<file path="src/rtl/instr_fetch_unit.sv">
// Instruction fetch unit: a PC walks instruction memory from the start address
// to prog_end. Fetched {word, pc} pairs go into a 2-entry FIFO that a consumer
// drains with a valid/ready handshake. br_valid redirects the PC and flushes
// the FIFO.
module instr_fetch_unit #(
    parameter int          MEM_BYTES = 256,
    parameter logic [31:0] RESET_PC  = 32'h0
) (
    input  logic        clk,
    input  logic        reset_n,
    input  logic        fetch_en,
    input  logic [31:0] prog_end,
    output logic [31:0] A,
    input  logic [31:0] RD,
    input  logic        br_valid,
    input  logic [31:0] br_target,
    output logic [31:0] instr,
    output logic [31:0] instr_pc,
    output logic        instr_valid,
    input  logic        instr_ready,
    output logic        halted
);

    localparam logic [31:0] ADDR_MASK = 32'(MEM_BYTES - 1);
    localparam logic [31:0] PC_INIT   = RESET_PC & ADDR_MASK & ~32'd3;

    typedef enum logic [1:0] {IDLE, RUN, HALT} state_t;

    state_t      r_state;
    logic [31:0] r_pc;
    // Set when the PC wrapped past the top of memory onto prog_end
    // (prog_end == MEM_BYTES), where r_pc alone cannot show the end.
    logic        r_end;
    logic [1:0]  r_count;
    logic [31:0] r_word0, r_word1;   // entry 0 is the FIFO head
    logic [31:0] r_pc0,   r_pc1;

    logic [31:0] w_pc_inc;
    logic        w_at_end;
    logic        w_pop;
    logic        w_push;

    assign w_pc_inc = r_pc + 32'd4;
    assign w_at_end = r_end || (r_pc == prog_end);
    // A branch overrides both the consumer handshake and the fetch
    assign w_pop    = (r_count != 2'd0) && instr_ready && !br_valid;
    assign w_push   = (r_state == RUN) && fetch_en && !w_at_end && !br_valid &&
                      ((r_count != 2'd2) || w_pop);

    assign A           = r_pc;
    assign instr       = r_word0;
    assign instr_pc    = r_pc0;
    assign instr_valid = (r_count != 2'd0);
    assign halted      = (r_state == HALT);

    // Control state: a branch wins, then enable and end-of-program checks
    always_ff @(posedge clk or negedge reset_n) begin
        if (!reset_n) begin
            r_state <= IDLE;
        end else if (br_valid) begin
            r_state <= fetch_en ? RUN : IDLE;
        end else begin
            case (r_state)
                IDLE:    if (fetch_en) r_state <= RUN;
                RUN: begin
                    if (!fetch_en)     r_state <= IDLE;
                    else if (w_at_end) r_state <= HALT;
                end
                HALT:    r_state <= HALT;
                default: r_state <= IDLE;
            endcase
        end
    end

    // PC: redirect on branch, otherwise advance with every fetched word
    always_ff @(posedge clk or negedge reset_n) begin
        if (!reset_n) begin
            r_pc  <= PC_INIT;
            r_end <= 1'b0;
        end else if (br_valid) begin
            r_pc  <= br_target & ADDR_MASK & ~32'd3;
            r_end <= 1'b0;
        end else if (w_push) begin
            r_pc  <= w_pc_inc & ADDR_MASK;
            r_end <= (w_pc_inc == prog_end);
        end
    end

    // Shift-style FIFO: pops move entry 1 into the head, pushes fill the
    // first free slot after any pop at the same edge
    always_ff @(posedge clk or negedge reset_n) begin
        if (!reset_n) begin
            r_count <= 2'd0;
            r_word0 <= '0;
            r_word1 <= '0;
            r_pc0   <= '0;
            r_pc1   <= '0;
        end else if (br_valid) begin
            r_count <= 2'd0;
        end else begin
            case ({w_push, w_pop})
                2'b01: begin
                    r_word0 <= r_word1;
                    r_pc0   <= r_pc1;
                    r_count <= r_count - 2'd1;
                end
                2'b10: begin
                    if (r_count == 2'd0) begin
                        r_word0 <= RD;
                        r_pc0   <= r_pc;
                    end else begin
                        r_word1 <= RD;
                        r_pc1   <= r_pc;
                    end
                    r_count <= r_count + 2'd1;
                end
                2'b11: begin
                    if (r_count == 2'd1) begin
                        r_word0 <= RD;
                        r_pc0   <= r_pc;
                    end else begin
                        r_word0 <= r_word1;
                        r_pc0   <= r_pc1;
                        r_word1 <= RD;
                        r_pc1   <= r_pc;
                    end
                end
                default: ;
            endcase
        end
    end

endmodule

</file>
<file path="config.mk">
export PLATFORM = sky130hd
export DESIGN_NAME = instr_fetch_unit
export DESIGN_NICKNAME = d
export VERILOG_FILES = /design/src/rtl/instr_fetch_unit.sv
export SDC_FILE = /design/constraint.sdc
export NUM_CORES = 1
export LEC_CHECK = 0
export CAP_MARGIN = 25
export CORE_MARGIN = 3
export CORE_UTILIZATION = 35
export CTS_BUF_LIST = sky130_fd_sc_hd__clkbuf_4 sky130_fd_sc_hd__clkbuf_8
export CTS_CLUSTER_DIAMETER = 150
export DETAILED_ROUTE_END_ITERATION = 8
export GPL_TIMING_DRIVEN = 0
export PLACE_DENSITY = 0.68
export SLEW_MARGIN = 20
export SYNTH_ARGS = -nofsm -noshare
export SYNTH_HDL_FRONTEND = slang
export SYNTH_SLANG_ARGS = --single-unit
</file>
<file path="constraint.sdc">
create_clock -name clk -period 4.65 [get_ports clk]
set_input_delay 0.465 -clock clk [delete_from_list [all_inputs] [get_ports clk]]
set_output_delay 0.465 -clock clk [all_outputs]
set_load 0.05 [all_outputs]
</file>
Word-level counts from Yosys, hierarchy flattened --
Index checks and enable logic that the tools add are counted.
Cells by class: reduce and logical (&&, ||, !) cells 20, $add $sub $neg 3, multiplexer cells 24, bitwise operators 1, equality and inequality tests 14
Operator list (count):
- 32-bit 2-to-1 mux | 10
- 32-bit one-hot mux with 3 select lines | 2
- 32-bit one-hot mux with 2 select lines | 2
- 32-bit == test | 2
- 32-bit by 3-bit adder with 32-bit output (second input constant) | 1
- 2-bit 2-to-1 mux | 5
- 2-bit != test (second input constant) | 4
- 2-bit by 1-bit == test with 1-bit output (second input constant) | 3
- 2-bit == test (second input constant) | 3
- 1-bit logical AND | 6
- 2-bit one-hot mux with 3 select lines | 1
- 2-bit nonzero test | 3
- 3-bit nonzero test | 2
- 2-bit zero test | 2
- 4-bit != test (second input constant) | 1
- 2-bit one-hot mux with 2 select lines | 1
- 4-bit AND reduction | 1
- 1-bit 2-to-1 mux | 3
- 3-bit != test (second input constant) | 1
- 3-bit AND reduction | 1
- 2-bit by 1-bit adder with 2-bit output (second input constant) | 1
- 1-bit zero test | 2
- 1-bit logical OR | 2
- 2-bit AND reduction | 1
- 2 further kinds | 2
Word-level totals: output and inout port bits 98, input port bits 101, word-level logic and storage cells 70, register bits after elaboration 165

Longest topological paths before layout --
Gate-level depths: netlist of the first run.
depth in word-level cells 9, mapped depth 10, gate-level depth less buffers 8

Least setup slack after synthesis of the first run --
No wires, ideal clock.
path kind reg2reg, from register r_pc[6] (netlist: A[6]), to register r_pc1[2], data required time 4.523 ns, setup slack 1.804 ns, period minus slack after synthesis 2.846 ns, path buffers 2, data arrival time 2.719 ns, setup time 0.127 ns, stages on the path, launching flop included 9, cells stage by stage dfrtp_1 > xor2_1 > or4_1 > or4_4 > nand2_2 > a2111o_1 > buf_4 > buf_6 > mux2_1
On the way: cells in the longest elaborated chain, start to end 9, elaborated cells on any way between the ends 13, those cells by class eq/ne: 5; mux: 1; reduce/logical: 7
RTL lines:
- start, declared | line 30 | logic [31:0] r_pc;
- start signal, assigned | line 81 | r_pc <= br_target & ADDR_MASK & ~32'd3;
- start signal, assigned | line 84 | r_pc <= w_pc_inc & ADDR_MASK;
- 32-bit == test * | line 44 | assign w_at_end = r_end || (r_pc == prog_end);
- 1-bit logical OR * | line 44
- 1-bit zero test * | line 47 | assign w_push = (r_state == RUN) && fetch_en && !w_at_end && !br_valid &&
- 1-bit logical AND * (3 in a row) | line 47
- 2-bit == test | line 101 | case ({w_push, w_pop})
- 2-bit != test (no line) / 2-bit nonzero test (equally long branches)
- 4-bit AND reduction (no line)
- end signal, assigned | line 113 | r_pc1 <= r_pc;
- end signal, assigned | line 125 | r_pc1 <= r_pc;
- end, declared | line 36 | logic [31:0] r_pc0, r_pc1;
Every way passes the cells marked *; elsewhere a longest branch is shown, timed or not. A chain may end at the register's enable or synchronous reset.

Worst setup path after layout of the first run --
from input prog_end[7], to register r_word1[22]
On the way: cells in the longest elaborated chain, start to end 9, elaborated cells on any way between the ends 13, those cells by class eq/ne: 5; mux: 1; reduce/logical: 7
RTL lines:
- start, declared | line 12 | input logic [31:0] prog_end,
- 32-bit == test * | line 44
- 1-bit logical OR * | line 44
- 1-bit zero test * | line 47
- 1-bit logical AND * (3 in a row) | line 47
- 2-bit == test | line 101
- 2-bit != test (no line) / 2-bit nonzero test (equally long branches)
- 4-bit AND reduction (no line)
- end signal, assigned | line 95 | r_word1 <= '0;
- end signal, assigned | line 112 | r_word1 <= RD;
- end signal, assigned | line 124 | r_word1 <= RD;
- end, declared | line 35 | logic [31:0] r_word0, r_word1;
Marks and branches as above.

==> metrics, run 1 <==
status finished clean; final worst path period need 2.97 ns; Clk Latency, worst-skew pair 0.35 ns; Hold Path Class primary input to asynchronous set/reset pin; full die area 14,300 um2; Routed WL per cell 14.5 um; drc violations 0; Yosys warnings 0; setup_tns 0 ns; clock-pin slew on the worst setup and hold paths 0.09 ns; Worst R2R Path Depth 9; R2R Setup Slk 1.74 ns; Core Footprint 12,300 um2; Cell Area, Synth 4520 um2; RePlAce Congestion 0.765; crit-path max FO 10; CP peak stage delay 0.53 ns; Rows 40; min setup slack post-route 1.68 ns; H-Tree Depth 3; reg2reg end r_word1[22]$_DFFE_PN0P_; Routed WL 11,000 um; largest net degree at the start of global routing 51; die width 120 um; Final Max Tran Viols 0; period utilisation layout 0.640; CTS tree built; clk root buf clkbuf_8; vias post-DR 3,434; Total Power 3.53 mW; Buf+Inv Stages, Crit Path 3; Multi-input gate area 1950 um2; Worst Setup End Kind flip-flop; layout cells sized above 1 0.143; Initial Utilization 0.367; Final #Nets 693; CP Launch Type primary input; Clock Tree Buf Depth 2; DR pass1 iterations 4; post-CTS setup buffer count 0; fillers 1,127; Max Freq 0.336 GHz; P per Cell Area 557 nW/um2; LEAKAGE 3.14 nW; Hold Vio Cnt, Final 0; register area 2200 um2; Synth Instances 406; RSZ-0062 raised after global routing false; Yosys reg bits 88; post-synth cell types 41; gr ovfl total 0; clock skew 0.00840 ns; Arr. time, crit path 3.21 ns; Seq/Total Area, Yosys 0.488; post-cts resize count 0; Iter 0 DRT Violations 146; hold buffer count at CTS 0; Max Cap Viol 0; Avg Inst Size Synth 11.1 um2; family with the most delay on the worst path simple AND/OR/NAND/NOR gates; vias in the first global route 3,658; predominant post-synthesis flop cell dfrtp_1; Slew @ Worst Pin 0.538 ns; antenna cells 0; all-layer global routing usage 0.155; Setup CP Type primary input to flip-flop; CP Cell Sequence clkdlybuf4s50_1 > xor2_1 > or4_1 > or4_4 > nand2_2 > a2111o_1 > buf_4 > buf_6 > mux2_1; Slew headroom 0.640; worst vdd ir 0.000351 V; CP Data Required Time 4.88 ns; EDFF count, synth 0; antenna violations before repair 0; area growth from synthesis to final layout 40.1%; hpwl dp 8400 um; number of buffers created by CTS 9; dpl ws 1.29 ns; IO Pins 199; port buffer count 121; Routed Antenna Nets 0; CP max-delay cell or4_4; vias per cell 4.51; first-pass GRT wire length 17,900 um; Die H 120 um; FF-to-FF Start r_count[0]$_DFFE_PN0P_; setup violators final 0; Post-synth ARST share 1.00; Num Clock Sinks 88
==> metrics by stage <==
step                area, um2   util  hold slack (ns)  std cells
global placement         6120  0.497            0.473        744
finish                   6330  0.514           0.0815        761
global route             6330  0.514            0.106        761
CTS                      6330  0.514           0.0830        761
detailed placement       6150  0.499            0.474        745
floorplan                4700      -            0.169        455
==> cell usage in the layout, fill, tap and decap left out, types with 8 or more instances in the layout <==
| cell type | instances |
|---|---|
| a21oi_1 | 39 |
| buf_4 | 53 |
| clkbuf_1 | 8 |
| clkbuf_8 | 10 |
| clkdlybuf4s50_1 | 120 |
| conb_1 | 50 |
| dfrtp_1 | 88 |
| mux2_1 | 39 |
| mux2i_1 | 39 |
| nand2_1 | 9 |
| nor2_1 | 43 |
| xor2_1 | 14 |
==> logic make-up after synthesis <==
| kind of cell | after synthesis | share of synthesized area |
|---|---|---|
| simple gates | 85 | 0.0903 |
| xor+xnor | 17 | 0.0330 |
| flops | 88 | 0.488 |
| other cells | 1 | 0.000830 |
| buf+inv | 76 | 0.121 |
| mux | 79 | 0.186 |
| compound gates | 56 | 0.0695 |
| fa+ha+maj | 4 | 0.0111 |
==> final cells by class <==
cell class | instances | share of cell area
plain buffers | 70 | 0.0831
well taps | 168 | 0.0332
multi-input cells | 291 | 0.308
clock inverters | 4 | 0.00455
inverters | 6 | 0.00356
clock buffers | 12 | 0.0241
repair buffers | 122 | 0.195
flip-flops and latches | 88 | 0.348
==> power breakdown <==
part | switching (mW) | internal [mW] | total (mW)
Sequential | 0.192 | 1.09 | 1.29
Clock | 0.270 | 0.222 | 0.493
Combinational | 1.10 | 0.646 | 1.75
==> synthesized netlist by cell type, types with 5 or more instances <==
cell,n,area [um2]
o21ai_0,7,35.0
a21oi_1,39,195
dfrtp_1,88,2200
nand2_1,9,33.8
nand3_1,7,35.0
mux2_1,39,439
nor2_1,43,161
and3_1,5,31.3
buf_4,52,390
xor2_1,14,123
inv_1,6,22.5
mux2i_1,39,390
nor4_1,6,37.5
clkbuf_1,8,30.0
==> worst max path at each step <==
| stage | startpoint | end | slack [ns] | cells after the start |
|---|---|---|---|---|
| 2_1_floorplan | A[6]$_DFFE_PN0P_ | r_pc1[2]$_DFFE_PN0P_ | 1.80 | 8 |
| 3_3_place_gp | reset_n | A[3]$_DFFE_PN0P_ | -0.12 | 1 |
| 3_5_place_dp | prog_end[7] | instr[15]$_DFFE_PN0P_ | 1.29 | 9 |
| 4_1_cts | prog_end[7] | r_word1[21]$_DFFE_PN0P_ | 1.69 | 9 |
| 5_1_grt | prog_end[7] | instr[15]$_DFFE_PN0P_ | 1.59 | 9 |
| 6_report | prog_end[7] | r_word1[22]$_DFFE_PN0P_ | 1.68 | 9 |
==> state kept, by name, indices dropped and copies added, names as in the netlist <==
signal,flops
A,6
r_pc1,6
r_end,1
r_state,2
r_word1,32
instr,32
instr_pc,7
r_count,2
==> per-layer routing <==
layer | up-vias | global-route usage | share of wire
li1 | 1656 | - | -
met1 | 1626 | 0.185 | 0.42
met2 | 136 | 0.260 | 0.47
met3 | 16 | 0.0523 | 0.093
met4 | 0 | 0.0530 | 0.016
met5 | - | 0 | 0
No activity file was read; power rests on OpenSTA's default activity.
==> run 2: changes to the inputs <==
- PLACE_DENSITY: 0.68 -> 0.7
- clock period: 4.65 -> 2.6 ns (I/O delays scaled with it)
==> metrics, run 2 (synthesized netlist as in run 1, its figures left out) <==
status finished clean; area growth from synthesis to final layout 47.0%; Rows 40 (unchanged); Max Freq 0.393 GHz; commonest non-fill, non-tap cell in the layout clkdlybuf4s50_1; fin cells 778 (+2.2%); CP peak stage delay 0.48 ns (-0.05 ns); worst vdd ir 0.000600 V (+71%); Slew @ Worst Pin 0.590 ns (+0.0519 ns); layout cells sized above 1 0.195 (+0.0517); antenna violations before repair 0 (unchanged); vias per cell 4.51 (about the same); final worst path period need 2.55 ns; gr ovfl total 0 (unchanged); number of buffers created by CTS 9 (unchanged); Arr. time, crit path 2.81 ns (-0.40 ns); Hold Vio Cnt, Final 0 (unchanged); die width 120 um (unchanged); dpl ws -0.472 ns (-1.76 ns); DR pass1 iterations 4 (unchanged); Iter 0 DRT Violations 76 (-48%); Final #Nets 710 (+2.5%); Initial Utilization 0.367 (unchanged); antenna cells 0 (unchanged); Core Footprint 12,300 um2 (unchanged); Clk Latency, worst-skew pair 0.36 ns (about the same); Final Max Tran Viols 0 (unchanged); CP Cell Sequence xor2_1 > or4_1 > or4_4 > buf_6 > nand2b_1 > mux2_2 > a211oi_1; all-layer global routing usage 0.153 (-0.00212); Worst Setup End Kind flip-flop; CP Data Required Time 2.86 ns (-2.02 ns); area post-placement 6160 um2 (+0.20%); period utilisation layout 0.979; RSZ-0062 raised after global routing true; clock-pin slew on the worst setup and hold paths 0.09 ns (about the same); P per Cell Area 1010 nW/um2 (+80%); final design utilization 0.539 (+0.0252); most frequent cells in the layout 120 x clkdlybuf4s50_1, 85 x dfrtp_1, 70 x buf_4; IO Pins 199 (unchanged); Die H 120 um (unchanged); min setup slack post-route 0.0543 ns (-1.62 ns); Routed Antenna Nets 0 (unchanged); Setup CP Type flip-flop to flip-flop; drc violations 0 (unchanged); Max Cap Viol 0 (unchanged); clock skew 0.00642 ns (-0.00198 ns); largest net degree at the start of global routing 46 (-9.8%); port buffer count 121 (unchanged); Routed WL per cell 14.2 um (-1.5%); Post-Place Cells 745 (unchanged); Buf+Inv Stages, Crit Path 1 (-2); clk root buf clkbuf_8; LEAKAGE 3.32 nW (+5.8%); Num Clock Sinks 88 (unchanged); Slew headroom 0.607 (-0.0334); hpwl dp 8320 um (-1.0%); Hold Path Class primary input to flip-flop; vias in the first global route 3,583 (-2.1%); Routed WL 11,100 um (+0.71%); CP max-delay cell or4_1; crit-path max FO 6 (-4); family with the most delay on the worst path simple AND/OR/NAND/NOR gates; vias post-DR 3,509 (+2.2%); fin area 6640 um2 (+4.9%); R2R Setup Slk 0.05 ns (-1.69 ns); full die area 14,300 um2 (unchanged); H-Tree Depth 3 (unchanged); CTS tree built; RePlAce Congestion 0.780 (+2.0%); CP Launch Type flip-flop; first-pass GRT wire length 17,600 um (-1.4%); Clock Tree Buf Depth 2 (unchanged); setup violators final 0 (unchanged)
[run 2: cell types whose count changed in the layout (fill, tap and decap cells not counted), sizes merged]
cell / previous run / this run
bufinv: 0 / 3
clkbuf: 20 / 17
buf: 64 / 82
dlygate4sd3: 0 / 1
clkinv: 1 / 2
inv: 7 / 6
clkinvlp: 2 / 0
[run 2: final cells by class]
class                   instances  area [um2]
clock buffers                  11         145
fillers                      1131        5670
plain buffers                  70         583
clock inverters                 5         104
flip-flops and latches         88        2210
multi-input cells             291        2000
repair buffers                139        1370
inverters                       6        22.5
well taps                     168         210
[run 2: report_power, final]
part / total (mW) / internal [mW] / leakage [nW] / switching [mW]
Sequential: 2.30 / 1.96 / 1.10 / 0.339
Combinational: 3.21 / 1.23 / 2.09 / 1.99
Clock: 1.16 / 0.676 / 0.127 / 0.485
[run 2: stage by stage]
| step | TNS, ns | power (mW) | hold WS [ns] |
|---|---|---|---|
| CTS | 0 | 6.68 | 0.192 |
| global placement | -196.35 | 5.38 | 0.473 |
| floorplan | 0 | 4.39 | -0.0356 |
| global route | -0.209 | 7.05 | 0.227 |
| detailed placement | -29.08 | 5.46 | 0.308 |
| finish | 0 | 6.67 | 0.211 |
[run 2: timing repair]
action | CTS | global route
hold endpoints to repair | 43 | 0
pin swaps | 2 | 1
gates resized for setup | 14 | 19
setup buffers | 8 | 8
hold buffers | 1 | 0
setup endpoints to repair | 78 | 61
[run 2: final timing paths]
kind,startpoint,to,cells past startpoint
worst min register to register,r_pc1[6]$_DFFE_PN0P_,r_pc1[6]$_DFFE_PN0P_,1
max in group asynchronous,reset_n,A[4]$_DFFE_PN0P_,3
worst min-delay path,br_valid,A[4]$_DFFE_PN0P_,2
worst max-delay path,A[6]$_DFFE_PN0P_,r_count[1]$_DFFE_PN0P_,7
min in group asynchronous,reset_n,r_word1[22]$_DFFE_PN0P_,2
worst max register to register,A[6]$_DFFE_PN0P_,r_count[1]$_DFFE_PN0P_,7
[run 2: routing by layer]
layer	track usage	up-vias	wire (um)
met2	0.250	146	5140
li1	-	1698	-
met3	0.0575	16	1080
met4	0.0494	0	142
met1	0.186	1649	4720
met5	0	-	0
==> run 3: changes to the inputs <==
- ABC_CLOCK_PERIOD_IN_PS: unset -> 2600
==> results of run 3 <==
Same layout as run 2: the final DEF is identical, and so are final timing and power.
